## src/rtl/pnc_pkg.sv

```systemverilog
// Shared PNC definitions: engine target codes, address region codes and the
// arbiter owner states used by the request arbiter and the address control path.
package pnc_pkg;

    typedef enum logic {
        OWN_HOST = 1'b0,
        OWN_SWU  = 1'b1
    } owner_e;

    localparam logic [1:0] TGT_SYNAPSE = 2'd0;
    localparam logic [1:0] TGT_SOMA    = 2'd1;
    localparam logic [1:0] TGT_STDP    = 2'd2;

    localparam logic [3:0] REGION_SYNAPSE = 4'h1;
    localparam logic [3:0] REGION_SOMA    = 4'h2;
    localparam logic [3:0] REGION_STDP    = 4'h3;

endpackage

```

## src/rtl/pnc_req_arbiter_if.sv

```systemverilog
// Host, SWU and issue-side handshake bundle of the PNC request arbiter.
// The slave modport is the arbiter's view, the master modport is the surrounding system's view.
interface pnc_req_arbiter_if #(
    parameter int ADDR_W     = 16,
    parameter int DATA_W     = 32,
    parameter int SWU_DATA_W = 8
);
    logic                  host_valid;
    logic                  host_ready;
    logic [ADDR_W-1:0]     host_addr;
    logic [DATA_W-1:0]     host_data;

    logic                  swu_valid;
    logic                  swu_ready;
    logic [ADDR_W-1:0]     swu_addr;
    logic [SWU_DATA_W-1:0] swu_data;

    logic                  out_valid;
    logic                  out_ready;
    logic [ADDR_W-1:0]     out_addr;
    logic [DATA_W-1:0]     out_data;
    logic                  out_src;
    logic [1:0]            out_tgt;
    logic                  err_drop;

    modport slave (
        input  host_valid, host_addr, host_data,
        output host_ready,
        input  swu_valid, swu_addr, swu_data,
        output swu_ready,
        output out_valid, out_addr, out_data, out_src, out_tgt, err_drop,
        input  out_ready
    );

    modport master (
        output host_valid, host_addr, host_data,
        input  host_ready,
        output swu_valid, swu_addr, swu_data,
        input  swu_ready,
        input  out_valid, out_addr, out_data, out_src, out_tgt, err_drop,
        output out_ready
    );

endinterface

```

## src/rtl/pnc_tgt_decode.sv

```systemverilog
// Combinational decode of an address region nibble into the PNC engine target.
// Shared between the request arbiter and the PNC address control path.
module pnc_tgt_decode
    import pnc_pkg::*;
(
    input  logic [3:0] region,
    output logic       hit,
    output logic [1:0] tgt
);

    always_comb begin
        hit = 1'b1;
        tgt = TGT_SYNAPSE;
        case (region)
            REGION_SYNAPSE: tgt = TGT_SYNAPSE;
            REGION_SOMA:    tgt = TGT_SOMA;
            REGION_STDP:    tgt = TGT_STDP;
            default:        hit = 1'b0;
        endcase
    end

endmodule

```

## src/rtl/pnc_req_arbiter.sv

```systemverilog
// Round-robin host/SWU arbiter with a burst limit feeding a one-entry issue register
// in front of the PNC write path. Defining PNC_ARB_STATS_EN adds saturating grant/drop counters.
module pnc_req_arbiter
    import pnc_pkg::*;
#(
    parameter int ADDR_W     = 16,
    parameter int DATA_W     = 32,
    parameter int SWU_DATA_W = 8,
    parameter int MAX_BURST  = 4
) (
    input  logic clk,
    input  logic rst,
    input  logic kill,
    pnc_req_arbiter_if.slave bus
`ifdef PNC_ARB_STATS_EN
    ,
    output logic [15:0] host_gnt_cnt,
    output logic [15:0] swu_gnt_cnt,
    output logic [15:0] drop_cnt
`endif
);

    localparam logic [3:0] BURST_MAX = 4'(MAX_BURST);

    owner_e            owner_q;
    owner_e            owner_d;
    logic [3:0]        burst_q;
    logic [3:0]        burst_d;

    logic              owner_valid;
    logic              other_valid;
    logic              keep_grant;
    logic              take_grant;
    logic              grant_host;
    logic              grant_swu;

    logic              slot_free;
    logic              accept_en;
    logic              host_fire;
    logic              swu_fire;
    logic              any_fire;
    logic              loser_valid;
    owner_e            winner;

    logic [ADDR_W-1:0] sel_addr;
    logic [DATA_W-1:0] sel_data;
    logic              tgt_hit;
    logic [1:0]        tgt_code;

    assign slot_free = !bus.out_valid || bus.out_ready;
    assign accept_en = slot_free && !kill && !rst;

    // The owner holds the grant until it goes idle or exhausts its burst while the other waits.
    always_comb begin
        owner_valid = (owner_q == OWN_HOST) ? bus.host_valid : bus.swu_valid;
        other_valid = (owner_q == OWN_HOST) ? bus.swu_valid  : bus.host_valid;
        keep_grant  = owner_valid && (!other_valid || (burst_q < BURST_MAX));
        take_grant  = !keep_grant && other_valid;
        grant_host  = (owner_q == OWN_HOST) ? keep_grant : take_grant;
        grant_swu   = (owner_q == OWN_SWU)  ? keep_grant : take_grant;
    end

    always_comb begin
        bus.host_ready = accept_en && grant_host;
        bus.swu_ready  = accept_en && grant_swu;
    end

    assign host_fire   = bus.host_valid && bus.host_ready;
    assign swu_fire    = bus.swu_valid && bus.swu_ready;
    assign any_fire    = host_fire || swu_fire;
    assign winner      = host_fire ? OWN_HOST : OWN_SWU;
    assign loser_valid = host_fire ? bus.swu_valid : bus.host_valid;

    always_comb begin
        owner_d = owner_q;
        burst_d = burst_q;
        if (any_fire) begin
            owner_d = winner;
            if (!loser_valid) begin
                burst_d = 4'd0;
            end else if (winner != owner_q) begin
                burst_d = 4'd1;
            end else if (burst_q < BURST_MAX) begin
                burst_d = burst_q + 4'd1;
            end
        end
    end

    // kill keeps the owner so the flushed requester resumes first, with a fresh burst.
    always_ff @(posedge clk) begin
        if (rst) begin
            owner_q <= OWN_SWU;
            burst_q <= 4'd0;
        end else if (kill) begin
            burst_q <= 4'd0;
        end else begin
            owner_q <= owner_d;
            burst_q <= burst_d;
        end
    end

    assign sel_addr = grant_host ? bus.host_addr : bus.swu_addr;
    assign sel_data = grant_host ? bus.host_data
                                 : {{(DATA_W-SWU_DATA_W){1'b0}}, bus.swu_data};

    pnc_tgt_decode u_decode (
        .region (sel_addr[15:12]),
        .hit    (tgt_hit),
        .tgt    (tgt_code)
    );

    // Unmapped requests complete their handshake but never occupy the issue slot.
    always_ff @(posedge clk) begin
        if (rst) begin
            bus.out_valid <= 1'b0;
            bus.out_addr  <= '0;
            bus.out_data  <= '0;
            bus.out_src   <= 1'b0;
            bus.out_tgt   <= TGT_SYNAPSE;
            bus.err_drop  <= 1'b0;
        end else if (kill) begin
            bus.out_valid <= 1'b0;
            bus.err_drop  <= 1'b0;
        end else begin
            bus.err_drop <= any_fire && !tgt_hit;
            if (any_fire && tgt_hit) begin
                bus.out_valid <= 1'b1;
                bus.out_addr  <= sel_addr;
                bus.out_data  <= sel_data;
                bus.out_src   <= grant_swu;
                bus.out_tgt   <= tgt_code;
            end else if (bus.out_ready) begin
                bus.out_valid <= 1'b0;
            end
        end
    end

`ifdef PNC_ARB_STATS_EN
    always_ff @(posedge clk) begin
        if (rst) begin
            host_gnt_cnt <= 16'd0;
            swu_gnt_cnt  <= 16'd0;
            drop_cnt     <= 16'd0;
        end else begin
            if (host_fire && (host_gnt_cnt != 16'hFFFF)) host_gnt_cnt <= host_gnt_cnt + 16'd1;
            if (swu_fire && (swu_gnt_cnt != 16'hFFFF))   swu_gnt_cnt  <= swu_gnt_cnt + 16'd1;
            if (any_fire && !tgt_hit && (drop_cnt != 16'hFFFF)) drop_cnt <= drop_cnt + 16'd1;
        end
    end
`endif

endmodule

```

## src/flat_wrapper.sv

```systemverilog
// flat-port wrapper written by rule: the top's interface ports become plain ports
module pnc_req_arbiter_flat import pnc_pkg::*;
#(
    parameter int ADDR_W     = 16,
    parameter int DATA_W     = 32,
    parameter int SWU_DATA_W = 8,
    parameter int MAX_BURST  = 4
)
  (clk, rst, kill, bus_host_valid, bus_host_addr, bus_host_data, bus_host_ready, bus_swu_valid, bus_swu_addr, bus_swu_data, bus_swu_ready, bus_out_valid, bus_out_addr, bus_out_data, bus_out_src, bus_out_tgt, bus_err_drop, bus_out_ready);
  pnc_req_arbiter_if #(.ADDR_W(ADDR_W), .DATA_W(DATA_W), .SWU_DATA_W(SWU_DATA_W)) bus_i ();
  input  logic clk;
  input  logic rst;
  input  logic kill;
  input wire logic [$bits(bus_i.host_valid)-1:0] bus_host_valid;
  input wire logic [$bits(bus_i.host_addr)-1:0] bus_host_addr;
  input wire logic [$bits(bus_i.host_data)-1:0] bus_host_data;
  output wire logic [$bits(bus_i.host_ready)-1:0] bus_host_ready;
  input wire logic [$bits(bus_i.swu_valid)-1:0] bus_swu_valid;
  input wire logic [$bits(bus_i.swu_addr)-1:0] bus_swu_addr;
  input wire logic [$bits(bus_i.swu_data)-1:0] bus_swu_data;
  output wire logic [$bits(bus_i.swu_ready)-1:0] bus_swu_ready;
  output wire logic [$bits(bus_i.out_valid)-1:0] bus_out_valid;
  output wire logic [$bits(bus_i.out_addr)-1:0] bus_out_addr;
  output wire logic [$bits(bus_i.out_data)-1:0] bus_out_data;
  output wire logic [$bits(bus_i.out_src)-1:0] bus_out_src;
  output wire logic [$bits(bus_i.out_tgt)-1:0] bus_out_tgt;
  output wire logic [$bits(bus_i.err_drop)-1:0] bus_err_drop;
  input wire logic [$bits(bus_i.out_ready)-1:0] bus_out_ready;
  assign bus_i.host_valid = bus_host_valid;
  assign bus_i.host_addr = bus_host_addr;
  assign bus_i.host_data = bus_host_data;
  assign bus_host_ready = bus_i.host_ready;
  assign bus_i.swu_valid = bus_swu_valid;
  assign bus_i.swu_addr = bus_swu_addr;
  assign bus_i.swu_data = bus_swu_data;
  assign bus_swu_ready = bus_i.swu_ready;
  assign bus_out_valid = bus_i.out_valid;
  assign bus_out_addr = bus_i.out_addr;
  assign bus_out_data = bus_i.out_data;
  assign bus_out_src = bus_i.out_src;
  assign bus_out_tgt = bus_i.out_tgt;
  assign bus_err_drop = bus_i.err_drop;
  assign bus_i.out_ready = bus_out_ready;
  pnc_req_arbiter #(.ADDR_W(ADDR_W), .DATA_W(DATA_W), .SWU_DATA_W(SWU_DATA_W), .MAX_BURST(MAX_BURST)) u_core (.clk(clk), .rst(rst), .kill(kill), .bus(bus_i));
endmodule
```

## config.mk

```make
export PLATFORM = sky130hd
export DESIGN_NAME = pnc_req_arbiter_flat
export DESIGN_NICKNAME = d
export VERILOG_FILES = /design/src/rtl/pnc_pkg.sv /design/src/rtl/pnc_req_arbiter_if.sv /design/src/rtl/pnc_tgt_decode.sv /design/src/rtl/pnc_req_arbiter.sv /design/src/flat_wrapper.sv
export SDC_FILE = /design/constraint.sdc
export NUM_CORES = 1
export LEC_CHECK = 0
export ABC_CLOCK_PERIOD_IN_PS = 1700
export CAP_MARGIN = 10
export CORE_AREA = 2 2 75 105
export CTS_BUF_LIST = sky130_fd_sc_hd__clkbuf_8
export CTS_CLUSTER_SIZE = 30
export DETAILED_ROUTE_END_ITERATION = 7
export DIE_AREA = 0 0 77 107
export HOLD_SLACK_MARGIN = 0.08
export PLACE_DENSITY = 0.88
export SLEW_MARGIN = 10
export SYNTH_ARGS = -nofsm -noshare
export SYNTH_HDL_FRONTEND = slang
export SYNTH_SLANG_ARGS = --single-unit
```

## constraint.sdc

```tcl
create_clock -name clk -period 1.7 [get_ports clk]
set_input_delay 0.255 -clock clk [delete_from_list [all_inputs] [get_ports clk]]
set_output_delay 0.255 -clock clk [all_outputs]
set_load 0.01 [all_outputs]
```

; Yosys cells after proc, flatten, opt, wreduce, memory -nomap -nowiden
; Index checks and enable logic that the tools add are counted.
; Widths: inputs -> output; s select.
[totals]
ff_bits = 58
in_bits = 78
out_inout_bits = 55
wordCells = 56
[classes]
addsub = 1
n_lt_le_gt_ge = 1
eq_ne = 5
muxes = 15
bitwise = 1
n_reduce_logical = 25
[ops]
columns = op, count
row1 = $mux 32, 1
row2 = $mux 16, 1
row3 = $mux 4, 3
row4 = $logic_and 1x1->1, 10
row5 = $mux 1, 9
row6 = $eq 4x2->1 const B, 2
row7 = $logic_not 1->1, 6
row8 = $reduce_and 2->1, 3
row9 = $add 4x1->4 const B, 1
row10 = $eq 4x1->1 const B, 1
row11 = $lt 4x3->1 const B, 1
row12 = $pmux 2 s2, 1
row13 = $logic_or 1x1->1, 3
row14 = $ne 3x3->1 const B, 1
row15 = $reduce_or 3->1, 1
row16 = $reduce_bool 2->1, 1
row17 = $reduce_or 2->1, 1
row18 = $ne 1x1->1, 1
row19 = $not 1->1, 1

; Longest topological paths before layout
; Gate-level depths: netlist of the first run.
[logic_depth]
word_depth = 13
mapped_depth = 8
ltp_nobuf = 5

; Cells and area by module
; Synthesis of the first run repeated with hierarchy kept, for this count alone.
[hier_totals]
hier_cells = 305
hier_area_um2 = 2424.8
[modules_own_cells]
columns = module, instances, cells_per_inst, area_per_inst_um2, seq_area_each_um2
row1 = pnc_req_arbiter, 1, 300, 2392.3, 1161.1
row2 = pnc_tgt_decode, 1, 5, 32.5, 0.0

; Worst setup path before layout of the first run
; Ideal clock, no wire load.
[synth_path]
path_kind = flip-flop to flip-flop
start = register u_core.burst_q[2]
end = register u_core.bus.out_addr[14]
setup_time_ps = 141
arrival_time_ps = 1687
required_ps = 1559
path_slack_ps = -128
path_stages_with_launch = 7
n_path_buf = 1
period_less_slack_ps = 1828
cell_sequence = dfxtp_1 or3_4 a31oi_4 mux2_1 nor2_1 buf_2 nor3b_2
[synth_via]
elab_chain_cells = 12
elab_cells_between_ends = 20
classes_between = order compare: 1 / eq/ne: 3 / mux: 4 / reduce/logical: 12
[synth_rtl]
columns = item, line
row1 = start: declaration, pnc_req_arbiter.sv:27  ; logic [3:0] burst_q;
row2 = start signal: assignment, pnc_req_arbiter.sv:98  ; burst_q <= burst_d;
row3 = $lt 4x3->1 *, pnc_req_arbiter.sv:57  ; keep_grant = owner_valid && (!other_valid || (burst_q < BURST_MAX));
row4 = $logic_or 1x1->1 *, pnc_req_arbiter.sv:57
row5 = $logic_and 1x1->1 *, pnc_req_arbiter.sv:57
row6 = $logic_not 1->1, pnc_req_arbiter.sv:58  ; take_grant = !keep_grant && other_valid;
row7 = $logic_and 1x1->1, pnc_req_arbiter.sv:58
row8 = $mux 1, pnc_req_arbiter.sv:59  ; grant_host = (owner_q == OWN_HOST) ? keep_grant : take_grant;
row9 = $mux 16, pnc_req_arbiter.sv:102  ; assign sel_addr = grant_host ? bus.host_addr : bus.swu_addr;
row10 = $eq 4x2->1 or $eq 4x1->1 (tied branches), pnc_tgt_decode.sv:14  ; case (region)
row11 = $reduce_or 3->1 (no line), -
row12 = $mux 1, pnc_tgt_decode.sv:14
row13 = $logic_and 1x1->1, pnc_req_arbiter.sv:126  ; if (any_fire && tgt_hit) begin
row14 = $reduce_and 2->1 (no line), -
row15 = end signal: assignment, pnc_req_arbiter.sv:128  ; bus.out_addr <= sel_addr;
row16 = end: declaration, pnc_req_arbiter_if.sv:31  ; output out_valid, out_addr, out_data, out_src, out_tgt, err_drop,
; Mark *: on every way between the ends. The rest lies on a longest branch, timed or not.
; A chain may end at the register's enable or synchronous reset.

; Final worst setup path of the first run
[layout_path]
start = register u_core.burst_q[2]
end = register u_core.bus.out_data[28]
[layout_via]
elab_chain_cells = 12
elab_cells_between_ends = 21
classes_between = order compare: 1 / eq/ne: 3 / mux: 5 / reduce/logical: 12
[layout_rtl]
columns = item, line
row1 = $lt 4x3->1 *, pnc_req_arbiter.sv:57
row2 = $logic_or 1x1->1 *, pnc_req_arbiter.sv:57
row3 = $logic_and 1x1->1 *, pnc_req_arbiter.sv:57
row4 = $logic_not 1->1, pnc_req_arbiter.sv:58
row5 = $logic_and 1x1->1, pnc_req_arbiter.sv:58
row6 = $mux 1, pnc_req_arbiter.sv:59
row7 = $mux 16, pnc_req_arbiter.sv:102
row8 = $eq 4x2->1 or $eq 4x1->1 (tied branches), pnc_tgt_decode.sv:14
row9 = $reduce_or 3->1 (no line), -
row10 = $mux 1, pnc_tgt_decode.sv:14
row11 = $logic_and 1x1->1, pnc_req_arbiter.sv:126
row12 = $reduce_and 2->1 (no line), -
row13 = end signal: assignment, pnc_req_arbiter.sv:129  ; bus.out_data <= sel_data;
row14 = end: declaration, pnc_req_arbiter_if.sv:31
; Marked as above.

==> results.txt, run 1 <==
The count of flip-flops with a built-in enable after synthesis came out at 0. The family with the most delay on the worst path is simple AND/OR/NAND/NOR gates. The post-layout net count is 544. The worst pin sits at a relative slew slack of 0.621. The root buffer cell is sky130_fd_sc_hd__clkbuf_8.

The worst setup path is launched from a flip-flop. The number of iterations in the first detailed-routing pass came out at 4. The maximum number of pins on one net before global-route repair is 54. The number of H-tree levels came out at 3. The per-cell routed wire length is 15.7 um. The clock drives 58 sinks. The checks that failed: negative setup slack. The initialized floorplan defines 37 standard-cell rows. The boundary pin count is 133. The data required time of the worst path is 1.93 ns.

The count of unresolved DRC violations after routing came out at 0. The number of clock buffers inserted by TritonCTS came out at 9. The critical path in this run is classified as flip-flop to flip-flop. In this run the remaining antenna-violating nets after routing total 0.

The max-slew violation count came to 0. Max-cap violations in this run came to 0. The total buffers and inverters traversed by the critical path came out at 3. The maximum ir drop on the vdd rail came out at 0.545 mV. The initial antenna violation count came out at 0.

The proportion of register bits with asynchronous set or reset after synthesis is 0. The post-route fraction of the period consumed by the critical path came out at 1.12. The count of yosys warnings during synthesis came out at 0.

For the final database, setup skew stands at 0.00742 ns. The number of endpoints failing setup at the final stage is 53. The count of endpoints failing hold in the final timing report is 0. TritonCTS built the clock tree. The first global-routing pass estimated 13.7 mm of wire.

The global placement routability congestion came out at 0.873. The HPWL after detailed placement is 6.16 mm. Synthesis produced a netlist with a net count of 385. For this run, the leading register cell type out of synthesis is sky130_fd_sc_hd__dfxtp_1. For the worst-skew pair, the clock arrives at the later sink with an insertion delay of 0.34 ns. The filler cells instantiated in the layout total 599. The clock passes through at most 2 buffers. The summed instance area of the synthesized netlist came out at 0.00269 mm^2. For this configuration, the core starts out at a cell density of 0.368. The via count of the first global-routing pass came out at 2930. The mean cell area of the mapped netlist came out at 8.79 um^2. The post-route total power came out at 3.19 mW. The largest individual stage delay along the critical path comes from the cell sky130_fd_sc_hd__or3_4. The initial DRC count came out at 129. The global-route total usage across every layer is 0.210. The run finished, with violations left. Setup repair after global routing could not meet its margin everywhere. The minimum clock period came out at 1.90 ns. The total via count in the routed design is 2974.

Port buffering added 132 buffers. The transition time at the pin with the least slew margin came out at 0.568 ns. The total global routing overflow is 0. The ratio of total power to cell area is 663 mW/mm^2.

The area overhead of the layout relative to synthesis is 79.0%. In this run the standard cell core region covers 0.00731 mm^2. The critical path arrival is 2.13 ns. The critical path goes through or3_4 > a31oi_4 > buf_6 > mux2_4 > nor2_4 > buf_12 > clkbuf_16 > o21ai_1. In the synthesized netlist, the number of instances is 306. Clock-pin slew was measured on the worst setup and hold paths at 0.07 ns. The repair_antennas step left the layout with diodes totalling 0. Summing all non-filler instances in the final layout gives an area of 0.00481 mm^2. The cell area after placement came out at 0.00434 mm^2. The reported leakage power is 1.71 nW. The endpoint class of the critical path is a flip-flop. The maximum operating frequency came out at 0.526 GHz. For this run, the register share of the synthesized area comes to 0.432. The class of the tightest hold or removal check is primary input to flip-flop. The worst setup slack before clock tree synthesis is -0.368 ns. The die boundary height came out at 107 um. The final setup slack of the worst path came out at -0.201 ns. The post-synthesis cell type count is 39. The biggest cell delay along the critical path came out at 0.38 ns. The wire length after detailed routing came out at 8.93 mm. Synthesis inferred 58 register bits. The number of vias per cell came out at 5.25.

In this run the horizontal extent of the chip is 77 um. The floorplan step defined a die boundary enclosing 0.00824 mm^2. The proportion of layout cells with a drive suffix above 1 came out at 0.245.

Of all nets on the critical path, the largest fanout is 7.
==> repair_timing <==
item	in CTS	in global routing
gates resized for setup	15	30
pin swaps	2	16
buffers inserted	2	2
endpoints found under the setup margin	53	55
gates cloned	1	3
hold buffers	0	0
==> path summary, 6_finish.rpt <==
check / from / end / slack, ns / cells past startpoint
worst max register to register: u_core.burst_q[2]$_SDFFE_PP0P_ / u_core.bus.out_data[28]$_SDFFE_PP0P_ / -0.20 / 8
worst min-delay path: rst / u_core.burst_q[2]$_SDFFE_PP0P_ / 0.37 / 5
worst max-delay path: u_core.burst_q[2]$_SDFFE_PP0P_ / u_core.bus.out_data[28]$_SDFFE_PP0P_ / -0.20 / 8
worst min register to register: u_core.burst_q[1]$_SDFFE_PP0P_ / u_core.burst_q[1]$_SDFFE_PP0P_ / 0.46 / 2
==> routing by layer <==
| metal | GRT usage | part of all wire |
|---|---|---|
| met1 | 0.223 | 0.38 |
| met2 | 0.377 | 0.53 |
| met3 | 0.0690 | 0.063 |
| met4 | 0.0931 | 0.029 |
| met5 | 0 | 0 |
==> report_power, final <==
group / internal [mW] / switching [mW] / leakage, nW
Clock: 0.660 / 0.549 / 0.100
Combinational: 0.341 / 0.241 / 1.14
Sequential: 1.38 / 0.0138 / 0.469
==> cell usage after synthesis (2+ instances only) <==
library cell / number / share of area
sky130_fd_sc_hd__a21bo_2: 2 / 0.0074
sky130_fd_sc_hd__a211oi_2: 8 / 0.037
sky130_fd_sc_hd__nand3_1: 26 / 0.048
sky130_fd_sc_hd__buf_1: 2 / 0.0028
sky130_fd_sc_hd__nor3_1: 24 / 0.045
sky130_fd_sc_hd__dfxtp_1: 58 / 0.43
sky130_fd_sc_hd__nor4_1: 20 / 0.047
sky130_fd_sc_hd__nor3b_2: 2 / 0.0093
sky130_fd_sc_hd__nor2_1: 9 / 0.013
sky130_fd_sc_hd__o21ai_0: 4 / 0.0074
sky130_fd_sc_hd__o21bai_1: 2 / 0.0056
sky130_fd_sc_hd__a21oi_1: 10 / 0.019
sky130_fd_sc_hd__o21a_1: 20 / 0.056
sky130_fd_sc_hd__nor2b_1: 2 / 0.0047
sky130_fd_sc_hd__o21ai_1: 30 / 0.056
sky130_fd_sc_hd__a211oi_1: 12 / 0.034
sky130_fd_sc_hd__clkbuf_1: 14 / 0.020
sky130_fd_sc_hd__and3_1: 2 / 0.0047
sky130_fd_sc_hd__a41oi_1: 2 / 0.0065
sky130_fd_sc_hd__buf_4: 2 / 0.0056
sky130_fd_sc_hd__nand2_1: 7 / 0.0098
sky130_fd_sc_hd__buf_6: 3 / 0.013
sky130_fd_sc_hd__buf_2: 10 / 0.019
sky130_fd_sc_hd__nor3b_1: 2 / 0.0056
sky130_fd_sc_hd__nand2b_1: 19 / 0.044
==> worst reg2reg max path, stage by stage, from the launching register on <==
cell	delay, ns
sky130_fd_sc_hd__dfxtp_2	0.33
sky130_fd_sc_hd__or3_4	0.38
sky130_fd_sc_hd__a31oi_4	0.17
sky130_fd_sc_hd__buf_6	0.14
sky130_fd_sc_hd__mux2_4	0.31
sky130_fd_sc_hd__nor2_4	0.12
sky130_fd_sc_hd__buf_12	0.13
sky130_fd_sc_hd__clkbuf_16	0.15
sky130_fd_sc_hd__o21ai_1	0.07
==> through the flow <==
step / hold slack (ns) / TNS [ns] / cells / utilization
finish: 0.372 / -8.83 / 567 / 0.658
detailed placement: 0.452 / -15.45 / 543 / 0.593
global placement: 0.442 / -13.02 / 543 / 0.593
global route: 0.382 / -11.88 / 567 / 0.658
CTS: 0.369 / -9.02 / 562 / 0.632
floorplan: 0.392 / 0 / 306 / -
==> logic make-up after synthesis <==
logic type      share of synthesized area
flops                               0.432
mux                               0.00419
fa+ha+maj                         0.00465
compound gates                      0.246
buf+inv                            0.0605
simple gates                        0.253
==> registers in the layout, summed over array words and instances (netlist names) <==
name	flops
u_core.bus.out_src	1
u_core.burst_q	4
u_core.bus.out_addr	16
u_core.bus.err_drop	1
u_core.bus.out_data	32
u_core.owner_q	1
u_core.bus.out_tgt	2
u_core.bus.out_valid	1
==> cell type report <==
class,instances,area (um^2),area share
multi-input cells,216,1510,0.314
clock buffers,9,124,0.0257
repair buffers,179,1830,0.380
well taps,97,121,0.0252
flip-flops and latches,58,1160,0.242
inverters,1,3.75,0.000780
clock inverters,7,61.3,0.0127
==> layout by cell type (no fill, tap or decap), types with 2 or more instances in the layout <==
cell type and n:
sky130_fd_sc_hd__clkdlybuf4s50_1 129, sky130_fd_sc_hd__dfxtp_1 56, sky130_fd_sc_hd__buf_4 34, sky130_fd_sc_hd__nand3_1 26, sky130_fd_sc_hd__nor3_1 24, sky130_fd_sc_hd__o21a_1 20, sky130_fd_sc_hd__o21ai_2 19, sky130_fd_sc_hd__nand2b_1 19
sky130_fd_sc_hd__nor4_1 13, sky130_fd_sc_hd__o21ai_1 12, sky130_fd_sc_hd__a211oi_1 12, sky130_fd_sc_hd__a21oi_1 9, sky130_fd_sc_hd__clkbuf_8 9, sky130_fd_sc_hd__a211oi_2 8, sky130_fd_sc_hd__nand2_1 7, sky130_fd_sc_hd__nor2_1 7
sky130_fd_sc_hd__nor4_2 7, sky130_fd_sc_hd__buf_12 6, sky130_fd_sc_hd__clkinv_2 4, sky130_fd_sc_hd__o21ai_0 3, sky130_fd_sc_hd__clkbuf_16 3, sky130_fd_sc_hd__buf_6 3, sky130_fd_sc_hd__inv_1 2, sky130_fd_sc_hd__nor2_4 2
sky130_fd_sc_hd__nor3b_1 2, sky130_fd_sc_hd__o21bai_1 2, sky130_fd_sc_hd__nor3b_2 2, sky130_fd_sc_hd__a41oi_1 2, sky130_fd_sc_hd__nor2b_1 2, sky130_fd_sc_hd__a21bo_2 2, sky130_fd_sc_hd__buf_2 2, sky130_fd_sc_hd__dfxtp_2 2
(Power assumes the default switching activity.)
==> inputs of run 2 (changes only) <==
- ABC_CLOCK_PERIOD_IN_PS: 1700 -> default
==> results of run 2 <==
No change in the layout: final DEF, timing and power equal those of run 1.
==> inputs of run 3 (changes only) <==
- CORE_AREA: 2 2 75 105 -> 2 2 60 85
- DIE_AREA: 0 0 77 107 -> 0 0 62 87
- DONT_BUFFER_PORTS: default -> 1
- PLACE_DENSITY: 0.88 -> 0.85
- clock period: 1.7 -> 2.2 ns (I/O delays scaled with it)
==> run 3 against run 2 <==
- the flow now finishes without violations
- first-iteration DRC count rose by 12%
- power fell by 30%
- core utilization fell by 2.2 points
- worst hold slack got worse by 0.24 ns
- cell area fell by 38%
- clock power fell by 21%
- sequential share of layout area rose by 15 points
- final cell count fell by 35%
- via count fell by 21%
- combinational power fell by 70%
- sequential cell count did not move
==> results.txt, run 3 (synthesized netlist as in run 1, its figures left out) <==
Status: finished clean (was complete, but fails checks). The critical path arrival came out at 1.78 ns (was 2.13 ns). The total negative setup slack was 0 ns (was -8.83 ns). The HPWL after detailed placement is 4.30 mm (was 6.16 mm). The per-cell routed wire length came out at 17.6 um (was 15.7 um). The startpoint of the most critical register-to-register path is u_core.burst_q[2]$_SDFFE_PP0P_ (unchanged).

The number of H-tree levels was 3 (unchanged). The total global routing overflow is 0 (unchanged). RSZ-0062 raised after global routing: no (was yes).

The most frequent standard cell in the layout excluding fill and tap cells is sky130_fd_sc_hd__dfxtp_1 (was sky130_fd_sc_hd__clkdlybuf4s50_1). The global-route total usage across every layer came out at 0.240 (was 0.210). The final setup slack of the worst path came out at 0.0930 ns (was -0.201 ns). The combinational power share came out at 0.079 (was 0.182). Top Registers: u_core.bus.out_data (32), u_core.bus.out_addr (16), u_core.burst_q (4) (unchanged). The post-CTS clock slew at the launch and capture registers of the worst setup and hold paths is 0.06 ns (was 0.07 ns). The number of endpoints failing setup at the final stage was 0 (was 53). The non-filler instance count after layout is 368 (was 567). The instance count after placement with tap cells included came out at 352 (was 543). The type of the worst setup path is flip-flop to primary output (was flip-flop to flip-flop).

The switching power as a share of total power is 0.230 (was 0.252). The reported leakage power was 0.990 nW (was 1.71 nW). The count of unresolved DRC violations after routing is 0 (unchanged). The internal portion of total power came out at 1.71 mW (was 2.39 mW). The worst min-delay path startpoint is rst (unchanged). The endpoint class of the critical path was a primary output (was flip-flop).

The max-slew violation count was 0 (unchanged). The ratio of total power to cell area came out at 745 mW/mm^2 (was 663 mW/mm^2). The overall die area was 0.00539 mm^2 (was 0.00824 mm^2). The global placement routability congestion is 0.876 (was 0.873). Dividing the final minimum period by the clock period gives 0.958.

The switching power summed over all nets came out at 511 uW (was 803 uW). The part of the power in the clock network is 0.429 (was 0.379). The worst setup slack before clock tree synthesis came out at 0.170 ns (was -0.368 ns). The initial antenna violation count is 0 (unchanged). The sink of the worst hold path was u_core.owner_q$_SDFFE_PP1P_ (was u_core.burst_q[2]$_SDFFE_PP0P_). The cell area after placement came to 0.00274 mm^2 (was 0.00434 mm^2). The total via count in the routed design is 2336 (was 2974).

The count of endpoints failing hold in the final timing report came out at 0 (unchanged). The cell area after layout is 0.00298 mm^2 (was 0.00481 mm^2). The number of flip-flops in the largest register is 32 (unchanged).

The clock tree from TritonCTS was built (unchanged). The boundary pin count came out at 133 (unchanged). The number of max-cap violations is 0 (unchanged). The buffer levels on the longest clock path is 2 (unchanged). The wire length of the first global-routing pass is 9.74 mm (was 13.7 mm). The sort of element at the start of the critical path is a flip-flop (unchanged). The effective utilization at floorplan came out at 0.573 (was 0.368). The depth of the worst register-to-register path was 6 (was 8). The x dimension of the die is 62 um (was 77 um).

The post-layout net count came out at 380 (was 544). The post-route total power came out at 2.22 mW (was 3.19 mW). The wire length after detailed routing is 6.46 mm (was 8.93 mm). The number of iterations in the first detailed-routing pass is 4 (unchanged).

The data required time of the worst path is 1.87 ns (was 1.93 ns). The number of port buffers is 0 (was 132). The class of the tightest hold or removal check is primary input to flip-flop (unchanged).

The max-slew headroom at the worst pin is 0.643 (was 0.621). The count of inserted antenna diode cells is 0 (unchanged). Most frequent cells in the layout: 58 x sky130_fd_sc_hd__dfxtp_1, 30 x sky130_fd_sc_hd__o21ai_1, 26 x sky130_fd_sc_hd__nand3_1, 24 x sky130_fd_sc_hd__nor3_1 (was 129 x sky130_fd_sc_hd__clkdlybuf4s50_1, 56 x sky130_fd_sc_hd__dfxtp_1, 34 x sky130_fd_sc_hd__buf_4, 26 x sky130_fd_sc_hd__nand3_1, 24 x sky130_fd_sc_hd__nor3_1). The register with the most flip-flops is u_core.bus.out_data (unchanged). The placement row count is 30 (was 37).

The area overhead of the layout relative to synthesis is 10.9% (was 79.0%). The setup slack on the worst flop-to-flop path is 0.18 ns (was -0.20 ns). The transition time at the pin with the least slew margin came out at 0.534 ns (was 0.568 ns). The number of vias per cell came out at 6.35 (was 5.25). The clock latency at the later pin of the worst-skew pair came out at 0.32 ns (was 0.34 ns).

The count of antenna-violating nets left after detailed routing came out at 0 (unchanged). The maximum number of pins on one net before global-route repair came to 49 (was 54). The proportion of layout cells with a drive suffix above 1 is 0.158 (was 0.245). The worst hold path cell count came out at 1 (was 5). The standard cell core area is 0.00469 mm^2 (was 0.00731 mm^2). The final core utilization came to 0.636 (was 0.658). The die boundary height is 87 um (was 107 um). The via count of the first global-routing pass came out at 2205 (was 2930).

The maximum ir drop on the vdd rail is 0.505 mV (was 0.545 mV). The minimum clock period came out at 2.11 ns. The relative contribution of sequential cells to total power is 0.492 (was 0.439). The maximum operating frequency is 0.475 GHz.

The largest fanout of any net on the critical path came to 28 (was 7). The final worst hold slack is 0.135 ns (was 0.372 ns). The total clock sinks is 58 (unchanged). The root buffer cell is sky130_fd_sc_hd__clkbuf_8 (unchanged). The worst setup skew after layout is 0.00523 ns (was 0.00742 ns). The endpoint of the lowest-slack register-to-register path was u_core.bus.out_data[11]$_SDFFE_PP0P_ (was u_core.bus.out_data[28]$_SDFFE_PP0P_). The number of clock buffers inserted by TritonCTS is 9 (unchanged). The initial DRC count came out at 144 (was 129).
-- run 3: cell count changes in the layout (fill, tap and decap cells not counted), sizes merged --
cell / change
buf: -33
clkbuf: -1
clkdlybuf4s50: -129
clkinv: -2
clkinvlp: -1
dlygate4sd3: +1
inv: -1
-- run 3: cell type report --
class                      count  area [um^2]
clock buffer                  11          151
clock inverter                 3         40.0
fill                         393         1710
inverter                       1         3.75
multi-input combinational    216         1390
sequential                    58         1160
tap                           64         80.1
timing repair buffer          15          160
-- run 3: power by group through the flow --
stage / Clock [mW] / Combinational, mW / Sequential (mW)
floorplan: 0 / 0.144 / 1.11
global placement: 0 / 0.156 / 1.12
detailed placement: 0 / 0.160 / 1.12
CTS: 0.977 / 0.169 / 1.09
global route: 1.01 / 0.191 / 1.09
finish: 0.952 / 0.176 / 1.09
-- run 3: worst max path at each step --
| stage | startpoint | slack (ns) | to | cells after the start |
|---|---|---|---|---|
| finish | u_core.burst_q[2]$_SDFFE_PP0P_ | 0.09 | bus_host_ready | 4 |
| global route | u_core.burst_q[2]$_SDFFE_PP0P_ | 0.02 | bus_host_ready | 4 |
| CTS | u_core.burst_q[2]$_SDFFE_PP0P_ | 0.02 | bus_host_ready | 4 |
| detailed placement | bus_host_valid | 0.17 | u_core.bus.out_addr[8]$_SDFFE_PP0P_ | 5 |
| global placement | bus_host_valid | 0.21 | u_core.bus.out_addr[8]$_SDFFE_PP0P_ | 5 |
| floorplan | u_core.burst_q[2]$_SDFFE_PP0P_ | 0.37 | u_core.bus.out_addr[14]$_SDFFE_PP0P_ | 6 |
-- run 3: worst max-delay path, cell delays in order (launching register included) --
cell and delay (ns):
sky130_fd_sc_hd__dfxtp_1 0.35, sky130_fd_sc_hd__or3_4 0.41, sky130_fd_sc_hd__a31oi_4 0.24, sky130_fd_sc_hd__buf_12 0.21, sky130_fd_sc_hd__and3_2 0.25
-- run 3: metal layers --
layer / GRT usage / vias up / part of all wire
met5: 0 / - / 0
met4: 0.0986 / 0 / 0.015
met3: 0.0877 / 10 / 0.091
met2: 0.407 / 104 / 0.51
met1: 0.260 / 1102 / 0.39
li1: - / 1120 / -
-- run 3: what timing repair did --
action                                  4_1_cts  5_1_grt
resized for setup                             3        1
pin swaps                                     0        1
endpoints found under the setup margin        1        1
cloned                                        0        0
setup buffers                                 0        0
hold endpoints to repair                     11        0
hold buffers                                  1        0
